$ cat src/rtl/gate_unit_pipe_if.sv
// gate_unit_pipe_if
//   Bundles the operand/result handshake of gate_unit_pipe.
//   master : bench or stimulus driver (drives operands, observes results)
//   slave  : gate_unit_pipe (consumes operands, drives results)
//   Signals:
//     in_valid, op[2:0], p/q[WIDTH-1:0], acc_clr      -> toward the pipe
//     out_valid, result[2*WIDTH-1:0], red_and, red_or,
//     red_xor, zero, op_count[7:0]                     <- from the pipe
interface gate_unit_pipe_if #(
    parameter int WIDTH = 5
);
    logic                 in_valid;
    logic [2:0]           op;
    logic [WIDTH-1:0]     p;
    logic [WIDTH-1:0]     q;
    logic                 acc_clr;
    logic                 out_valid;
    logic [2*WIDTH-1:0]   result;
    logic                 red_and;
    logic                 red_or;
    logic                 red_xor;
    logic                 zero;
    logic [7:0]           op_count;

    modport master (
        output in_valid, op, p, q, acc_clr,
        input  out_valid, result, red_and, red_or, red_xor, zero, op_count
    );

    modport slave (
        input  in_valid, op, p, q, acc_clr,
        output out_valid, result, red_and, red_or, red_xor, zero, op_count
    );
endinterface

$ cat src/rtl/gate_unit_pipe.sv
// gate_unit_pipe
//   Two-stage pipelined gate/arithmetic unit. Stage 1 registers the
//   operands; stage 2 computes one of eight operations and registers the
//   zero-extended result plus reduction flags. An internal accumulator
//   supports multiply-accumulate, and op_count tallies accepted operations.
//   Ports:
//     clk  - rising-edge clock
//     rst  - asynchronous active-high reset
//     bus  - gate_unit_pipe_if.slave (operands in, result/flags out)
module gate_unit_pipe #(
    parameter int WIDTH = 5
) (
    input  logic              clk,
    input  logic              rst,
    gate_unit_pipe_if.slave   bus
);

    typedef enum logic [2:0] {
        OP_AND  = 3'd0,
        OP_OR   = 3'd1,
        OP_XOR  = 3'd2,
        OP_NAND = 3'd3,
        OP_NOR  = 3'd4,
        OP_ADD  = 3'd5,
        OP_MUL  = 3'd6,
        OP_ACC  = 3'd7
    } op_e;

    localparam int RW = 2 * WIDTH;

    // Stage 1 registers: capture only, no computation.
    logic             s1_valid;
    op_e              s1_op;
    logic [WIDTH-1:0] s1_p;
    logic [WIDTH-1:0] s1_q;

    logic [RW-1:0]    acc;

    // Stage 2 combinational results.
    logic [RW-1:0]    p_ext;
    logic [RW-1:0]    q_ext;
    logic [RW-1:0]    prod;
    logic [WIDTH:0]   sum;
    logic [RW-1:0]    acc_base;
    logic [RW-1:0]    acc_next;
    logic [RW-1:0]    nxt_result;

    // NOTE: every always_comb output gets a default first so no path leaves
    // it unassigned, which would otherwise infer a latch.
    always_comb begin
        p_ext      = {{WIDTH{1'b0}}, s1_p};
        q_ext      = {{WIDTH{1'b0}}, s1_q};
        prod       = p_ext * q_ext;
        sum        = {1'b0, s1_p} + {1'b0, s1_q};
        // The clear is sampled alongside the ACC sitting in stage 2, so a
        // coincident clear restarts the sum from this product alone.
        acc_base   = bus.acc_clr ? '0 : acc;
        acc_next   = acc_base + prod;
        nxt_result = '0;
        unique case (s1_op)
            OP_AND:  nxt_result = {{WIDTH{1'b0}}, s1_p & s1_q};
            OP_OR:   nxt_result = {{WIDTH{1'b0}}, s1_p | s1_q};
            OP_XOR:  nxt_result = {{WIDTH{1'b0}}, s1_p ^ s1_q};
            OP_NAND: nxt_result = {{WIDTH{1'b0}}, ~(s1_p & s1_q)};
            OP_NOR:  nxt_result = {{WIDTH{1'b0}}, ~(s1_p | s1_q)};
            OP_ADD:  nxt_result = {{(WIDTH-1){1'b0}}, sum};
            OP_MUL:  nxt_result = prod;
            OP_ACC:  nxt_result = acc_next;
            default: nxt_result = '0;
        endcase
    end

    // NOTE: sequential state uses non-blocking assignments so every register
    // samples pre-edge values and the two stages stay in lockstep.
    always_ff @(posedge clk or posedge rst) begin
        if (rst) begin
            s1_valid      <= 1'b0;
            s1_op         <= OP_AND;
            s1_p          <= '0;
            s1_q          <= '0;
            acc           <= '0;
            bus.out_valid <= 1'b0;
            bus.result    <= '0;
            bus.red_and   <= 1'b0;
            bus.red_or    <= 1'b0;
            bus.red_xor   <= 1'b0;
            bus.zero      <= 1'b0;
            bus.op_count  <= 8'd0;
        end else begin
            s1_valid <= bus.in_valid;
            s1_op    <= op_e'(bus.op);
            s1_p     <= bus.p;
            s1_q     <= bus.q;

            if (bus.in_valid) begin
                bus.op_count <= bus.op_count + 8'd1;
            end

            bus.out_valid <= s1_valid;
            // Idle slots leave result and flags holding the last valid value.
            if (s1_valid) begin
                bus.result  <= nxt_result;
                bus.red_and <= &nxt_result[WIDTH-1:0];
                bus.red_or  <= |nxt_result[WIDTH-1:0];
                bus.red_xor <= ^nxt_result[WIDTH-1:0];
                bus.zero    <= (nxt_result == '0);
            end

            if (s1_valid && (s1_op == OP_ACC)) begin
                acc <= acc_next;
            end else if (bus.acc_clr) begin
                acc <= '0;
            end
        end
    end

endmodule

$ cat src/flat_wrapper.sv
// flat-port wrapper written by rule: the top's interface ports become plain ports
module gate_unit_pipe_flat 
#(
    parameter int WIDTH = 5
)
  (clk, rst, bus_in_valid, bus_op, bus_p, bus_q, bus_acc_clr, bus_out_valid, bus_result, bus_red_and, bus_red_or, bus_red_xor, bus_zero, bus_op_count);
  gate_unit_pipe_if #(.WIDTH(WIDTH)) bus_i ();
  input  logic clk;
  input  logic rst;
  input wire logic [$bits(bus_i.in_valid)-1:0] bus_in_valid;
  input wire logic [$bits(bus_i.op)-1:0] bus_op;
  input wire logic [$bits(bus_i.p)-1:0] bus_p;
  input wire logic [$bits(bus_i.q)-1:0] bus_q;
  input wire logic [$bits(bus_i.acc_clr)-1:0] bus_acc_clr;
  output wire logic [$bits(bus_i.out_valid)-1:0] bus_out_valid;
  output wire logic [$bits(bus_i.result)-1:0] bus_result;
  output wire logic [$bits(bus_i.red_and)-1:0] bus_red_and;
  output wire logic [$bits(bus_i.red_or)-1:0] bus_red_or;
  output wire logic [$bits(bus_i.red_xor)-1:0] bus_red_xor;
  output wire logic [$bits(bus_i.zero)-1:0] bus_zero;
  output wire logic [$bits(bus_i.op_count)-1:0] bus_op_count;
  assign bus_i.in_valid = bus_in_valid;
  assign bus_i.op = bus_op;
  assign bus_i.p = bus_p;
  assign bus_i.q = bus_q;
  assign bus_i.acc_clr = bus_acc_clr;
  assign bus_out_valid = bus_i.out_valid;
  assign bus_result = bus_i.result;
  assign bus_red_and = bus_i.red_and;
  assign bus_red_or = bus_i.red_or;
  assign bus_red_xor = bus_i.red_xor;
  assign bus_zero = bus_i.zero;
  assign bus_op_count = bus_i.op_count;
  gate_unit_pipe #(.WIDTH(WIDTH)) u_core (.clk(clk), .rst(rst), .bus(bus_i));
endmodule
$ cat config.mk
export PLATFORM = sky130hd
export DESIGN_NAME = gate_unit_pipe_flat
export DESIGN_NICKNAME = d
export VERILOG_FILES = /design/src/rtl/gate_unit_pipe_if.sv /design/src/rtl/gate_unit_pipe.sv /design/src/flat_wrapper.sv
export SDC_FILE = /design/constraint.sdc
export NUM_CORES = 1
export LEC_CHECK = 0
export ABC_AREA = 1
export ABC_CLOCK_PERIOD_IN_PS = 4200
export BUFFER_PORTS_ARGS = -buffer_cell sky130_fd_sc_hd__buf_4
export CAP_MARGIN = 20
export CORE_ASPECT_RATIO = 1.1
export CORE_MARGIN = 2
export CORE_UTILIZATION = 56
export CTS_BUF_LIST = sky130_fd_sc_hd__clkbuf_4 sky130_fd_sc_hd__clkbuf_8
export CTS_CLUSTER_DIAMETER = 60
export DETAILED_ROUTE_END_ITERATION = 8
export GPL_ROUTABILITY_DRIVEN = 0
export HOLD_SLACK_MARGIN = 0.06
export PLACE_DENSITY = 0.8
export SYNTH_ARGS = -nofsm -noshare
export SYNTH_HDL_FRONTEND = slang
export SYNTH_SLANG_ARGS = --single-unit
export TNS_END_PERCENT = 20
$ cat constraint.sdc
create_clock -name clk -period 4.2 [get_ports clk]
set_clock_uncertainty 0.2 [all_clocks]
set_input_delay 0.84 -clock clk [delete_from_list [all_inputs] [get_ports clk]]
set_output_delay 0.84 -clock clk [all_outputs]
set_load 0.02 [all_outputs]
Yosys cells after proc, flatten, opt, wreduce, memory -nomap -nowiden:

Index checks and enable logic that the tools add are counted.

* bits in registers: 47
* bits of input ports: 17
* output and inout port bits: 23
* logic and storage cells: 37

* add/sub/neg operators: 3
* multiply operators: 1
* eq/ne operators: 7
* multiplexer cells: 3
* bitwise gates (word level): 5
* reduce and logical (&&, ||, !) cells: 6

Operators with widths (count)
* $pmux 10 s8: 1
* $mux 10: 2
* $eq 3x3->1 const B: 4
* $add 10x10->10: 1
* $logic_not 10->1: 1
* $mul 5x5->10: 1
* $not 5->5: 2
* $add 8x1->8 const B: 1
* $add 5x5->6: 1
* $eq 3x2->1 const B: 2
* $and 5x5->5: 1
* $or 5x5->5: 1
* $reduce_and 5->1: 1
* $reduce_or 5->1: 1
* $reduce_xor 5->1: 1
* $xor 5x5->5: 1
* $eq 3x1->1 const B: 1
* $logic_not 3->1: 1
* $logic_and 1x1->1: 1

Logic depth before layout (Yosys ltp):

* depth after elaboration: 4
* gate-level depth with buffers: 28
* depth with buffers taken out: 28

Least setup slack after synthesis:

Ideal clock, no wire load.

* path kind: reg-to-reg
* from: register u_core.s1_q[2]
* to: register u_core.bus.zero
* library setup time: 0.116 ns
* arrival time: 4.213 ns
* required time: 3.884 ns
* slack: -0.329 ns
* stages on the path, launching flop included: 27
* buffers on the path: 0
* period minus slack after synthesis: 4.529 ns
* path through: dfrtp_1 ha_1 inv_1 fa_1 fa_1 fa_1 inv_1 ha_1 a21oi_1 nand2_1 nand2_1 nand3b_1 and2_1 ha_1 nand2_1 nor2_1 inv_1 nor2_1 nand2_1 nand3_1 inv_1 nand2_1 nand3_1 nand2_1 inv_1 nand2_1 nand2_1

* word-level cells in the longest chain between the ends: 4
* elaborated cells on any way between the ends: 10
* those cells by class: add/sub (2); mul (1); mux (1); bitwise (5); reduce/logical (1)

RTL lines
* from (decl): RTL line gate_unit_pipe.sv:35 `logic [WIDTH-1:0] s1_q;`
* from (signal assigned): RTL line gate_unit_pipe.sv:93 `s1_q <= bus.q;`
* $mul 5x5->10, or another cell as far along: RTL line gate_unit_pipe.sv:53 `prod = p_ext * q_ext;`
* $add 10x10->10, or another cell as far along: RTL line gate_unit_pipe.sv:58 `acc_next = acc_base + prod;`
* $pmux 10 s8 (*): RTL line gate_unit_pipe.sv:60 `unique case (s1_op)`
* $logic_not 10->1 (*): RTL line gate_unit_pipe.sv:106 `bus.zero <= (nxt_result == '0);`
* to (signal assigned): RTL line gate_unit_pipe.sv:106
* to (decl): RTL line gate_unit_pipe_if.sv:32 `output out_valid, result, red_and, red_or, red_xor, zero, op_count`

Mark *: on every way between the ends. The rest lies on a longest branch, timed or not.
A chain may end at the register's enable or synchronous reset.

Worst setup path in the final report:

Same ends and word-level chain as after synthesis.

==> impl_metrics.tcl <==
set metrics [dict create \
    slew_headroom_pct 64.56 \
    synth_cell_types 39 \
    diodes 0 \
    yosys_warnings 0 \
    wirelength_mm 9.708 \
    ff2ff_setup_slack_ns -0.28 \
    grt_max_degree 48 \
    r2r_cells 23 \
    htree_num_levels 2 \
    numCtsBuffers 5 \
    dieArea_um2 7353 \
    antenna_left 0 \
    antenna_found_initial 0 \
    holdPathEnd "u_core.bus.result[4]" \
    drc 0 \
    maxCapViolCount 0 \
    dp_hpwl_mm 7.167 \
    cts.sinks 47 \
    pwr-share-clk_pct 16.2 \
    p_int_uw 1109 \
    status "complete, but fails checks" \
    max_freq_mhz 223.1 \
    required_ns 4.21 \
    setup_violations 10 \
    seqPwrFrac_pct 31.3 \
    wl_per_cell_um 14.19 \
    netlist_area_um2 3742 \
    syn_to_final_growth_pct 29.46 \
    synth_area_per_cell_um2 7.338 \
    rsz0062_at_grt "yes" \
    hp-class "flip-flop to flip-flop" \
    num_io_pins 40 \
    violations "setup timing" \
    std_cell_rows 31 \
    clock-root-buffer "clkbuf_8" \
    crit_type "flip-flop to flip-flop" \
    grt_overflow 0 \
    vias_per_cell 5.433 \
    dp_slack_ns -0.2675 \
    drv_slew 0 \
    core_um2 6516 \
    first_pass_iters 5 \
    synth-seq-area-share_pct 31.43 \
    hold_viol 0 \
    insertion_delay_ns 0.31 \
    end_kind "flip-flop" \
    num_vias 3716 \
    cts_max_path_buffers 2 \
    finalCritPeriodShare_pct 106.7 \
    netlist_instances 510 \
    ir_drop_mv 0.3213 \
    period_needed_ns 4.483 \
    floorplan.initialDensity_pct 57.43 \
    io_buffers 39 \
    crit_arrival_ns 4.50 \
    grt_first_pass_wirelength_mm 15.90 \
    drt_iter0_drc 302 \
    crit_path_start_kind "flip-flop" \
    ys_ff_latch 47 \
    synth_nets 580 \
    fp.dieW_um 81.95 \
    power_leakage_uw 0.002734 \
    p_per_area_nw_per_um2 385.0 \
    setup-tns-final_ns -1.483 \
    hold_slack_ns 0.2964 \
    final_layout_size_suffix_gt1_share_pct 25.58 \
    hold_start "u_core.bus.result[4]" \
    grtUsageTotal_pct 27.40 \
    finish.utilization_pct 74.35 \
    cp_max_fo 5 \
    clkTransAtPathRegs_ns 0.09 \
    final.setup.worst_slack_ns -0.2828 \
    power_frac_comb_pct 52.5 \
    worstMarginPinSlew_ns 0.5308 \
    netSwitchingFraction_pct 40.53 \
    whs_path_depth 2 \
    r2r-end "u_core.bus.zero" \
    nets 671 \
    grt_pass1_vias 3699 \
    r2r-start "u_core.s1_q[2]" \
    cts_tree "built" \
    n_fill_cell 484 \
    die_y_um 89.74 \
    placed_cell_area_um2 4458 \
    postLayoutCellArea_um2 4845 \
    p_sw_uw 756.0 \
]
per-stage QoR:
stage	instances	power [µW]
floorplan	510	1098
global placement	662	1397
detailed placement	662	1429
CTS	679	1791
global route	684	1980
finish	684	1865
layer usage:
metal / track usage, % / up-vias / wire (µm)
li1: - / 1779 / -
met1: 31.49 / 1743 / 3729
met2: 48.85 / 152 / 5003
met3: 4.518 / 42 / 522
met4: 11.39 / 0 / 452
met5: 0 / - / 0
cell usage after synthesis, drive strengths merged:
| cell | count | area, µm² |
|---|---|---|
| o22ai | 1 | 6.260 |
| o21a | 1 | 7.510 |
| clkinv | 1 | 3.750 |
| xor2 | 6 | 52.55 |
| o21ai | 24 | 123.9 |
| buf | 1 | 5.000 |
| o211ai | 2 | 15.01 |
| a22oi | 1 | 7.510 |
| a22o | 1 | 8.760 |
| and2 | 2 | 12.51 |
| nand2 | 144 | 543.0 |
| nand3 | 42 | 210.2 |
| nand4 | 3 | 18.77 |
| a21oi | 17 | 85.08 |
| xnor2 | 5 | 43.79 |
| nor3 | 5 | 35.03 |
| o31ai | 1 | 7.510 |
| o21bai | 1 | 7.510 |
| and3 | 1 | 6.260 |
| dfrtp | 47 | 1176 |
| nand3b | 5 | 37.54 |
| a31oi | 1 | 6.260 |
| nor4 | 1 | 6.260 |
| inv | 103 | 386.6 |
| fa | 11 | 220.2 |
| o221ai | 1 | 8.760 |
| clkbuf | 3 | 11.26 |
| nor2 | 32 | 130.1 |
| o2111ai | 1 | 8.760 |
| ha | 42 | 525.5 |
| or2 | 4 | 25.03 |
cells by family after synthesis:
group,synth area share [%]
AOI/OAI and AO/OA,7.824
adders and majority gates,19.93
buffers and inverters,10.87
and+or+nand+nor,27.38
DFF,31.43
xor gates and xnor gates,2.574
sequential cells by signal, indices dropped and copies added (netlist names):
register              flops
u_core.acc               10
u_core.bus.result        10
u_core.bus.op_count       8
u_core.s1_p               5
u_core.s1_q               5
u_core.s1_op              3
u_core.bus.out_valid      1
u_core.bus.red_and        1
u_core.bus.red_or         1
u_core.bus.red_xor        1
u_core.bus.zero           1
u_core.s1_valid           1
how the worst max path moves through the flow:
stage | start | to | slack, ns | depth (start not counted)
3_3_place_gp | u_core.s1_p[2] | u_core.bus.zero | -0.19 | 26
5_1_grt | u_core.s1_q[2] | u_core.bus.zero | -0.47 | 22
3_5_place_dp | u_core.s1_p[2] | u_core.bus.zero | -0.27 | 26
2_1_floorplan | u_core.s1_p[2] | u_core.bus.zero | -0.01 | 27
4_1_cts | u_core.s1_q[2] | u_core.bus.zero | -0.14 | 24
6_report | u_core.s1_q[2] | u_core.bus.zero | -0.28 | 23
layout make-up:
type | count | area (µm²) | share of cell area (%)
Clock buffer | 6 | 82.58 | 1.705
Clock inverter | 2 | 13.76 | 0.2841
Inverter | 104 | 390.4 | 8.058
Multi-Input combinational cell | 355 | 2399 | 49.51
Sequential cell | 47 | 1176 | 24.28
Tap cell | 82 | 102.6 | 2.118
Timing Repair Buffer | 88 | 680.7 | 14.05
power groups by stage:
stage	combinational, µW	clock, µW	sequential (µW)
6_report	979	303	583
5_1_grt	1070	322	593
4_1_cts	905	303	583
3_5_place_dp	839	0	590
3_3_place_gp	812	0	585
2_1_floorplan	448	0	650
critical path: stages (launching register included):
cell	delay, ns
dfrtp_1	0.37
ha_2	0.21
inv_2	0.05
fa_1	0.48
fa_1	0.51
fa_1	0.50
inv_2	0.05
ha_4	0.23
a21oi_2	0.16
nand2_2	0.09
xor2_1	0.16
ha_1	0.39
nand2_2	0.12
nor2_1	0.10
nand3_1	0.10
buf_4	0.15
nand3_2	0.09
nand3_2	0.09
nand2_1	0.08
nor2_1	0.04
nand2_1	0.05
nor2_1	0.04
nand2_1	0.06
nand2_1	0.05
cells in the final DEF, fill, tap and decap left out, types with 3 or more instances in the layout:
cell type / synthesis / layout
nand2_2: 1 / 9
nand3b_1: 5 / 5
ha_1: 42 / 34
dfrtp_1: 47 / 47
a21oi_1: 17 / 11
inv_2: 3 / 9
o21ai_0: 18 / 15
xnor2_1: 5 / 3
nor3_1: 3 / 3
nand3_1: 42 / 33
inv_1: 100 / 94
a21oi_2: 0 / 6
fa_1: 11 / 10
ha_4: 0 / 7
nor2_1: 30 / 28
nand2_1: 143 / 134
o21ai_1: 5 / 8
xor2_1: 6 / 5
clkbuf_8: 0 / 6
buf_4: 0 / 87
nand4_1: 3 / 3
nand3_2: 0 / 9
what timing repair did:
action | 4_1_cts | 5_1_grt
resized for setup | 15 | 23
hold buffers | 0 | 0
setup buffers | 9 | 4
endpoints found under the setup margin | 11 | 12
cloned | 0 | 0
pin swaps | 15 | 28
Power figures use the tool's default switching activity.
